--- config.mk ---
export PLATFORM = sky130hd
export DESIGN_NAME = clock_ctrl
export DESIGN_NICKNAME = d
export VERILOG_FILES = /design/src/rtl/clock_ctrl.sv
export SDC_FILE = /design/constraint.sdc
export NUM_CORES = 1
export LEC_CHECK = 0
export ABC_AREA = 1
export CAP_MARGIN = 20
export CORE_MARGIN = 2
export CORE_UTILIZATION = 50
export DETAILED_ROUTE_END_ITERATION = 16
export DONT_BUFFER_PORTS = 1
export SKIP_CTS_REPAIR_TIMING = 1
export SYNTH_ARGS = -nofsm -noshare
export SYNTH_HDL_FRONTEND = slang
export SYNTH_SLANG_ARGS = --single-unit
--- constraint.sdc ---
create_clock -name clk -period 7.3 [get_ports clk]
set_clock_uncertainty 0.1 [all_clocks]
set_input_delay 1.46 -clock clk [delete_from_list [all_inputs] [get_ports clk]]
set_output_delay 1.46 -clock clk [all_outputs]
set_load 0.1 [all_outputs]
--- src/rtl/clock_ctrl.sv ---
// clock_ctrl: clock-enable sequencer for the catalog clock.
// Issues a one-cycle tick every div_eff cycles of clk, where
// div_eff = (div_cur == 0) ? 1 : div_cur. Supports free run (en),
// stop-with-drain (en dropped mid-period) and single step (step).
// The divider may only be reloaded while idle.
//
// Ports:
//   clk        system clock, rising edge
//   rst        asynchronous active-high reset
//   en         level run request
//   step       one-cycle request for exactly one tick
//   div_load   load div_in into the divider (idle only)
//   div_in     new divider value
//   tick       one-cycle clock-enable pulse
//   running    high in RUN or DRAIN
//   busy       high in any state but IDLE
//   load_err   one-cycle pulse after a rejected div_load
//   div_cur    active divider value
//   tick_count total ticks issued, wraps silently
module clock_ctrl #(
  parameter int DIV_W       = 8,
  parameter int DEFAULT_DIV = 4,
  parameter int CNT_W       = 16
) (
  input  logic             clk,
  input  logic             rst,
  input  logic             en,
  input  logic             step,
  input  logic             div_load,
  input  logic [DIV_W-1:0] div_in,
  output logic             tick,
  output logic             running,
  output logic             busy,
  output logic             load_err,
  output logic [DIV_W-1:0] div_cur,
  output logic [CNT_W-1:0] tick_count
);

  typedef enum logic [1:0] {
    IDLE  = 2'd0,
    RUN   = 2'd1,
    DRAIN = 2'd2,
    STEP  = 2'd3
  } state_t;

  state_t           state;
  state_t           state_nxt;
  logic [DIV_W-1:0] cnt;
  logic [DIV_W-1:0] div_eff;
  logic             period_end;

  // A zero divider means "tick every cycle", never a stall.
  function automatic logic [DIV_W-1:0] eff_div(input logic [DIV_W-1:0] d);
    return (d == '0) ? DIV_W'(1) : d;
  endfunction

  assign div_eff    = eff_div(div_cur);
  assign period_end = (cnt == div_eff - DIV_W'(1));

  // Moore decode of registered state only; no input reaches these outputs.
  assign tick    = (state != IDLE) && period_end;
  assign running = (state == RUN) || (state == DRAIN);
  assign busy    = (state != IDLE);

  always_comb begin
    state_nxt = state;
    unique case (state)
      IDLE: begin
        if (en)        state_nxt = RUN;
        else if (step) state_nxt = STEP;
      end
      RUN: begin
        if (!en) state_nxt = period_end ? IDLE : DRAIN;
      end
      DRAIN: begin
        // Re-asserting en resumes the same period without a restart.
        if (en)              state_nxt = RUN;
        else if (period_end) state_nxt = IDLE;
      end
      STEP: begin
        if (period_end) state_nxt = IDLE;
      end
      default: state_nxt = IDLE;
    endcase
  end

  always_ff @(posedge clk or posedge rst) begin
    if (rst) begin
      state <= IDLE;
    end else begin
      state <= state_nxt;
    end
  end

  // Period counter: held at 0 in IDLE so every exit starts a fresh period.
  always_ff @(posedge clk or posedge rst) begin
    if (rst) begin
      cnt <= '0;
    end else if (state == IDLE) begin
      cnt <= '0;
    end else if (period_end) begin
      cnt <= '0;
    end else begin
      cnt <= cnt + DIV_W'(1);
    end
  end

  // Divider register and load rejection flag.
  always_ff @(posedge clk or posedge rst) begin
    if (rst) begin
      div_cur  <= DIV_W'(DEFAULT_DIV);
      load_err <= 1'b0;
    end else begin
      load_err <= div_load && (state != IDLE);
      if (div_load && (state == IDLE)) div_cur <= div_in;
    end
  end

  always_ff @(posedge clk or posedge rst) begin
    if (rst) begin
      tick_count <= '0;
    end else if (tick) begin
      tick_count <= tick_count + CNT_W'(1);
    end
  end

endmodule
# Yosys cells after proc, flatten, opt, wreduce, memory -nomap -nowiden
# Index checks and enable logic that the tools add are counted.
# Widths: inputs -> output; s select.
[op_classes]
n_addsub = 3
n_eq_ne = 6
n_mux = 10
reduce_logical = 8
[ops]
columns = ["cell", "n"]
rows = [
  ["$mux 8", 3],
  ["$add 16x1->16 const B", 1],
  ["$mux 2", 6],
  ["$add 8x1->8 const B", 1],
  ["$eq 8x8->1", 1],
  ["$logic_not 8->1", 1],
  ["$pmux 2 s4", 1],
  ["$sub 8x1->8 const B", 1],
  ["$eq 2x2->1 const B", 2],
  ["$logic_and 1x1->1", 3],
  ["$ne 3x3->1 const B", 1],
  ["$eq 2x1->1 const B", 1],
  ["$logic_not 2->1", 1],
  ["$ne 2x2->1 const B", 1],
  ["$reduce_and 2->1", 1],
  ["$reduce_bool 2->1", 1],
  ["$logic_or 1x1->1", 1],
]
[totals]
reg_bits = 35
inputBits = 13
out_inout_bits = 28

# Longest topological paths before layout
# Gate-level depths: netlist (run 1).
[logic_depth]
depth_word = 7
ltp_mapped = 19

# Worst setup path after synthesis (run 1)
# OpenSTA, ideal clock, no wires.
[synth_timing]
kind = "reg-to-output"
from = "reg div_cur[0]"
to = "out tick"
arrival_time_ns = 3.389
slack_ns = 2.351
stages_incl_launch_ff = 12
path_cell_list = "dfrtp_1 -> clkinv_1 -> nand2_1 -> inv_1 -> ha_1 -> xor2_1 -> nand3_1 -> nor2_1 -> nand2_1 -> nor2_1 -> nand3_1 -> nor2_2"
[synth_between]
elab_chain_cells = 5
[synth_rtl]
columns = ["item", "line", "text"]
rows = [
  ["start, declared", "35", "output logic [DIV_W-1:0] div_cur,"],
  ["start signal, assigned", "111", "div_cur <= DIV_W'(DEFAULT_DIV);"],
  ["start signal, assigned", "115", "if (div_load && (state == IDLE)) div_cur <= div_in;"],
  ["$logic_not 8->1", "54", "return (d == '0) ? DIV_W'(1) : d;"],
  ["$mux 8 *", "54", ""],
  ["$sub 8x1->8 *", "58", "assign period_end = (cnt == div_eff - DIV_W'(1));"],
  ["$eq 8x8->1 *", "58", ""],
  ["$logic_and 1x1->1 *", "61", "assign tick = (state != IDLE) && period_end;"],
  ["end, declared", "31", "output logic tick,"],
]
# Every way passes the cells marked *; elsewhere a longest branch is shown, timed or not.

# Final worst setup path (run 1)
# Ends and elaborated chain as after synthesis.

==> results.md, run 1 <==
* Fin. Hold Viols at 0
* Final Slew Violations at 0
* Clock root buffer: clkbuf_8
* Worst Path Arrival at 3940 ps
* TritonCTS buffer count at 5
* Synth Warn # at 0
* Post-DP HPWL at 3.610 mm
* Maximum buffer depth of the clock tree at 2
* Drt initial violations at 136
* GP Congestion at 0.8778
* Min Tclk post-route at about 5500 ps
* IO Port Bufs at 0
* Reg2Reg Depth at 13
* Worst VDD drop at 0.3242 mV
* Critical Path End: tick
* PD cells at 417.4 nW/µm²
* Most common cell after layout, fill and taps aside: nand2_1
* Layout cells sized above 1 at 11.59%
* Post-DP Area at 2387 µm²
* Die height at 72.83 µm
* Setup crit end kind: primary output
* Worst-path clk slew at 70 ps
* Diode count at 0
* Post-DRT Antenna Nets at 0
* Synth Instances at around 300
* WS Path Type: register to primary output
* Worst setup path startpoint: div_cur[0]$_DFFE_PP0P_
* RSZ-0062 raised after global routing: false
* Final Cycle Share at 75.36%
* Reg-to-reg critical path startpoint: div_cur[0]$_DFFE_PP0P_
* Rel. slew slack at between 20 and 25%
* Vias at a little under 2000
* Ys flop type: dfrtp_1
* Final Cell Area at ~2500 µm²
* Crit-path cells: clkinv_1 -> nand2_1 -> inv_1 -> ha_1 -> xor2_1 -> nand3_1 -> nor2_1 -> nand2_1 -> nor2_1 -> nand3_1 -> nor2_2
* Initial Utilization at 51.16%
* Crit path depth at 11
* H-Tree Depth at 2
* First-pass GRT wire length at 8.321 mm
* Drt drc at 0
* FFs w/ async S/R, synth at 100.0%
* DRT Pass-1 Iters at 4
* CP max stage delay at approximately 930 ps
* Syn Nets at 319
* CP top delay family: simple AND/OR/NAND/NOR gates
* Area grow syn2layout at 5.019%
* Worst setup SP type: register
* Setup TNS at 0 ps
* CTS sink count at 35
* Initial antenna violation count at 0
* Vias/cell at 5.413
* GRT Total Usage at 20.41%
* Sequential share of the synthesized area at 37.03%
* Remaining Overflow, GRT at 0
* Core Rows at 25
* Number of global-route vias before repair at 1722
* Reg2reg end: tick_count[1]$_DFFE_PP0P_
* Final setup vio count at 0
* EDFF count, synth at 0
* CTS tree: done
* Status: completed
* Filler Cell Count at between 400 and 500
* Worst path bufs/invs at 2
* Slew @ Worst Pin at 1136 ps
* Synth Register Bits at 35
* Mapped Area at 2369 µm²
* DIE AREA at 5303 µm²
* Synth Area per Inst at 7.921 µm²
* Core Box Area at roughly 4600 µm²
* Critical-path maximum fanout at 10
* Fmax at 181.8 MHz
* Drt wl/cell at between 10 and 15 µm
* Routed WL at 5.001 mm
* Worst min path class: register to register
* LEAKAGE at 1.268 nW
* R2r setup slk at 3280 ps
* Synth cell types at 33
* CP required at 5740 ps
* Ports at just over 40
* Most frequent cells in the layout: nand2_1 (76), nor2_1 (36), dfrtp_1 (34)
* Die X at 72.83 µm
* Largest net degree at the start of global routing at 36
* Critical-path top delay cell: dfrtp_1
* Clk Latency, worst-skew pair at between 200 and 300 ps
* Number of nets in the layout at 321
* # Max-Cap Violations at 0
report_power, final:
| part | total [mW] | switching [mW] | leakage, nW | internal (mW) |
|---|---|---|---|---|
| registers | 0.470 | 0.238 | 0.455 | 0.232 |
| clock network | 0.159 | 0.0725 | 0.0515 | 0.0862 |
| logic | 0.410 | 0.286 | 0.762 | 0.124 |
| total | 1.04 | 0.596 | 1.27 | 0.443 |
cells in the mapped netlist (2+ instances only):
cell type   n  area share, %
nand2_2     4            1.1
mux2_2      2           0.95
nand3_2     3            1.3
nand2_4     3            1.4
nand3b_2    2           0.95
ha_1        7            3.7
buf_6       3            1.4
xnor2_1    10            3.7
nand4_1    24            6.3
clkinv_1    2           0.32
nor2_2      5            1.3
nand3_1    15            3.2
nor2_1     36            5.7
nor3_1      3           0.63
a21oi_1    11            2.3
nand2_1    76             12
inv_1      27            4.3
xor2_1     17            6.3
nand3_4     2            1.5
dfrtp_1    34             36
cell families after synthesis:
kind of cell               after synthesis  synth area share, %
adders and majority gates                7                3.698
AOI/OAI and AO/OA                       14                3.169
and+or+nand+nor                        177                37.72
muxes                                    2               0.9508
buffers and inverters                   37                7.448
xor gates and xnor gates                27                9.984
DFF                                     35                37.03
registers in the layout (all words and copies together) (netlist names):
register	count
tick_count	16
load_err	1
state	2
div_cur	8
cnt	8
stage by stage:
step / instances / hold slack, ps / setup slack [ps] / total power [mW] / utilization (%)
finish: 356 / 442.6 / 1799 / 1.038 / 53.73
global route: 356 / 461.3 / 1455 / 1.106 / 53.73
CTS: 356 / 433.1 / 1755 / 1.047 / 53.73
detailed placement: 348 / 423.0 / 2077 / 0.8853 / 51.57
global placement: 348 / 416.3 / 2176 / 0.8822 / 51.57
floorplan: 299 / 367.0 / 2351 / 0.8221 / -
worst min-delay path by stage:
| stage | from | endpoint | slack (ps) | cells past startpoint |
|---|---|---|---|---|
| finish | cnt[0]$_DFF_PP0_ | cnt[0]$_DFF_PP0_ | 440 | 1 |
| global route | cnt[0]$_DFF_PP0_ | cnt[0]$_DFF_PP0_ | 460 | 1 |
| CTS | cnt[0]$_DFF_PP0_ | cnt[0]$_DFF_PP0_ | 430 | 1 |
| detailed placement | cnt[0]$_DFF_PP0_ | cnt[0]$_DFF_PP0_ | 420 | 1 |
| global placement | cnt[0]$_DFF_PP0_ | cnt[0]$_DFF_PP0_ | 420 | 1 |
| floorplan | cnt[0]$_DFF_PP0_ | cnt[0]$_DFF_PP0_ | 370 | 1 |
layout make-up:
| cell class | instances | area [µm²] | share of cell area, % |
|---|---|---|---|
| clock buffer | 8 | 100.1 | 4.024 |
| timing repair buffer | 2 | 15.01 | 0.6036 |
| multi-input combinational | 227 | 1315 | 52.87 |
| sequential | 35 | 877.1 | 35.26 |
| inverter | 30 | 112.6 | 4.527 |
| tap | 54 | 67.56 | 2.716 |
per-layer routing:
metal	global-route usage, %	up-vias	share of wire [%]
met5	0	-	0
met4	6.790	0	1.5
met3	4.972	7	4.4
met2	30.61	42	44
met1	28.83	899	50
li1	-	979	-
(Power assumes the default switching activity.)
==> inputs of run 2 (changes only) <==
- PLACE_DENSITY: unset -> 0.68
- clock period: 7.3 -> 4.7 ns (I/O delays scaled with it)
==> run 2 against run 1 <==
Worst setup slack got worse by 1000 ps. Final cell count up 2.5%. Clock power up 55%. Non-clock buffer count up 9. Critical path type unchanged.
==> results.md, run 2 (same netlist as run 1, synthesis figures left out) <==
* GP Congestion at 0.9141 (+4.1%)
* Hold WS at 421.3 ps (-21.30 ps)
* Filler Cell Count at 440 (-4.3%)
* Diode count at 0 (unchanged)
* # Max-Cap Violations at 0 (unchanged)
* Worst path bufs/invs at 4 (+2)
* Final Cycle Share at between 80% and 90%
* Fin util at 55.27% (+1.5 points)
* Multi-input logic area at 1315 µm² (unchanged)
* Drt wl/cell at 13.46 µm (-4.2%)
* Largest register FFs at 16 (unchanged)
* Number of global-route vias before repair at 1753 (+1.8%)
* Seq pwr share at 27.3% (-18 points)
* Critical-path maximum fanout at 9 (-1)
* Worst setup SP type: register
* H-Tree Depth at 2 (unchanged)
* Drt drc at 0 (unchanged)
* Vias at 1933 (+0.31%)
* Fmax at 254.9 MHz
* CTS tree: done
* CP top delay family: simple AND/OR/NAND/NOR gates
* Clock root buffer: clkbuf_8
* Worst min path class: register to register
* Slew @ Worst Pin at 1066 ps (-70.07 ps)
* DIE AREA at 5303 µm² (unchanged)
* Most frequent cells in the layout: nand2_1 (76), nor2_1 (36), dfrtp_1 (34)
* LEAKAGE at 1.310 nW (+3.3%)
* Min Tclk post-route at approximately 4000 ps
* Rel. slew slack at 28.96% (+4.8 points)
* Clock Power Share at 14.8% (-0.5 points)
* Area grow syn2layout at 8.029%
* Setup crit end kind: primary output
* Fin. Hold Viols at 0 (unchanged)
* Sw power at 936.4 µW (+57%)
* First-pass GRT wire length at 8.128 mm (-2.3%)
* PD cells at 651.6 nW/µm² (+56%)
* CTS sink count at 35 (unchanged)
* Drt initial violations at 127 (-6.6%)
* Initial Utilization at 51.16% (unchanged)
* DRT Pass-1 Iters at 4 (unchanged)
* Status: completed
* Setup TNS at 0 ps (unchanged)
* Worst VDD drop at 0.5432 mV (+68%)
* Maximum buffer depth of the clock tree at 2 (unchanged)
* Core Box Area at 4629 µm² (unchanged)
* Worst Path Arrival at 2880 ps (-1060 ps)
* RSZ-0062 raised after global routing: false
* Final Cell Area at 2559 µm² (+2.9%)
* Routed WL at 4.912 mm (-1.8%)
* Die height at 72.83 µm (unchanged)
* Post-DRT Antenna Nets at 0 (unchanged)
* Core Rows at 25 (unchanged)
* Largest net degree at the start of global routing at 36 (unchanged)
* Crit-path cells: buf_4 -> nor2_2 -> nand2_2 -> inv_2 -> nand2_4 -> nand2_1 -> inv_1 -> ha_1 -> xor2_1 -> nand3_1 -> nor2_1 -> nand2_1 -> nor2_1 -> nand3_1 -> nor2_2 -> buf_4
* GRT Total Usage at 19.52% (-0.89 points)
* Ports at 41 (unchanged)
* WS Path Type: register to primary output
* Initial antenna violation count at 0 (unchanged)
* IO Port Bufs at 0 (unchanged)
* Top Registers: tick_count (16), cnt (8), div_cur (8)
* Critical-path top delay cell: dfrtp_1
* Clk Latency, worst-skew pair at 290 ps (about the same)
* Layout cells sized above 1 at 14.47% (+2.9 points)
* CP required at 3660 ps (-2080 ps)
* Sw frac at 56.17% (-1.2 points)
* Pint at 730.8 µW (+65%)
* TritonCTS buffer count at 5 (unchanged)
* Post-DP HPWL at 3.696 mm (+2.4%)
* Final setup vio count at 0 (unchanged)
* Most flops, register: tick_count
* Logic pwr share at 57.8% (+18 points)
* Final Slew Violations at 0 (unchanged)
* Most common cell after layout, fill and taps aside: nand2_1
* Worst-path clk slew at 70 ps (about the same)
* Remaining Overflow, GRT at 0 (unchanged)
* Number of nets in the layout at 330 (+2.8%)
* CP max stage delay at 360 ps (-570 ps)
* Post-DP Area at 2455 µm² (+2.8%)
* Vias/cell at 5.296 (-2.2%)
* FF/Latch Area at 877.1 µm² (unchanged)
* Die X at 72.83 µm (unchanged)
[run 2: cell type report]
type	instances	share of cell area [%]
well taps	54	2.641
flip-flops and latches	35	34.28
repair buffers	11	3.227
multi-input cells	227	51.39
inverters	30	4.401
clock buffers	7	3.765
clock inverters	1	0.2934
[run 2: power by group through the flow]
stage          logic, mW  clock network [mW]  registers (mW)
6_report           0.964               0.247           0.456
3_3_place_gp       0.953                   0           0.461
5_1_grt             1.04               0.262           0.466
3_5_place_dp       0.966                   0           0.460
2_1_floorplan      0.569                   0           0.708
4_1_cts            0.968               0.253           0.456
[run 2: worst paths after layout]
| check | slack, ps | start | cells after the start | to |
|---|---|---|---|---|
| max | 780 | div_cur[5]$_DFFE_PP0P_ | 16 | tick |
| min | 420 | cnt[0]$_DFF_PP0_ | 1 | cnt[0]$_DFF_PP0_ |
| max reg2reg | 1790 | div_cur[5]$_DFFE_PP0P_ | 17 | tick_count[15]$_DFFE_PP0P_ |
| min reg2reg | 420 | cnt[0]$_DFF_PP0_ | 1 | cnt[0]$_DFF_PP0_ |
| max in group asynchronous | 3620 | rst | 2 | div_cur[2]$_DFFE_PP1P_ |
| min in group asynchronous | 540 | rst | 2 | state[0]$_DFFE_PP0P_ |
[run 2: per-stage QoR]
| stage | std cells | power, mW | setup slack, ps |
|---|---|---|---|
| after floorplan | 299 | 1.277 | 270.9 |
| after global placement | 357 | 1.414 | 1185 |
| after detailed placement | 357 | 1.426 | 1079 |
| after CTS | 365 | 1.677 | 741.7 |
| after global routing | 365 | 1.766 | 493.5 |
| final | 365 | 1.667 | 777.3 |
[run 2: layer usage]
layer  track usage [%]  part of all wire, %
met4             5.556                  1.3
met1             24.96                   48
met5                 0                    0
met2             32.12                   47
met3             5.663                  4.0
[run 2: worst reg2reg max path, cell delays in order, from the launching register on]
cell and delay (ps):
dfrtp_1 360, buf_4 240, nor2_2 150, nand2_2 80, inv_2 80, nand2_4 90
nand2_1 100, inv_1 50, ha_1 250, inv_1 90, nand2_1 70, nand3_1 110
nand2_1 60, nand3b_2 220, nor2_4 340, nand3_4 240, nand2_1 110, nand2_1 70
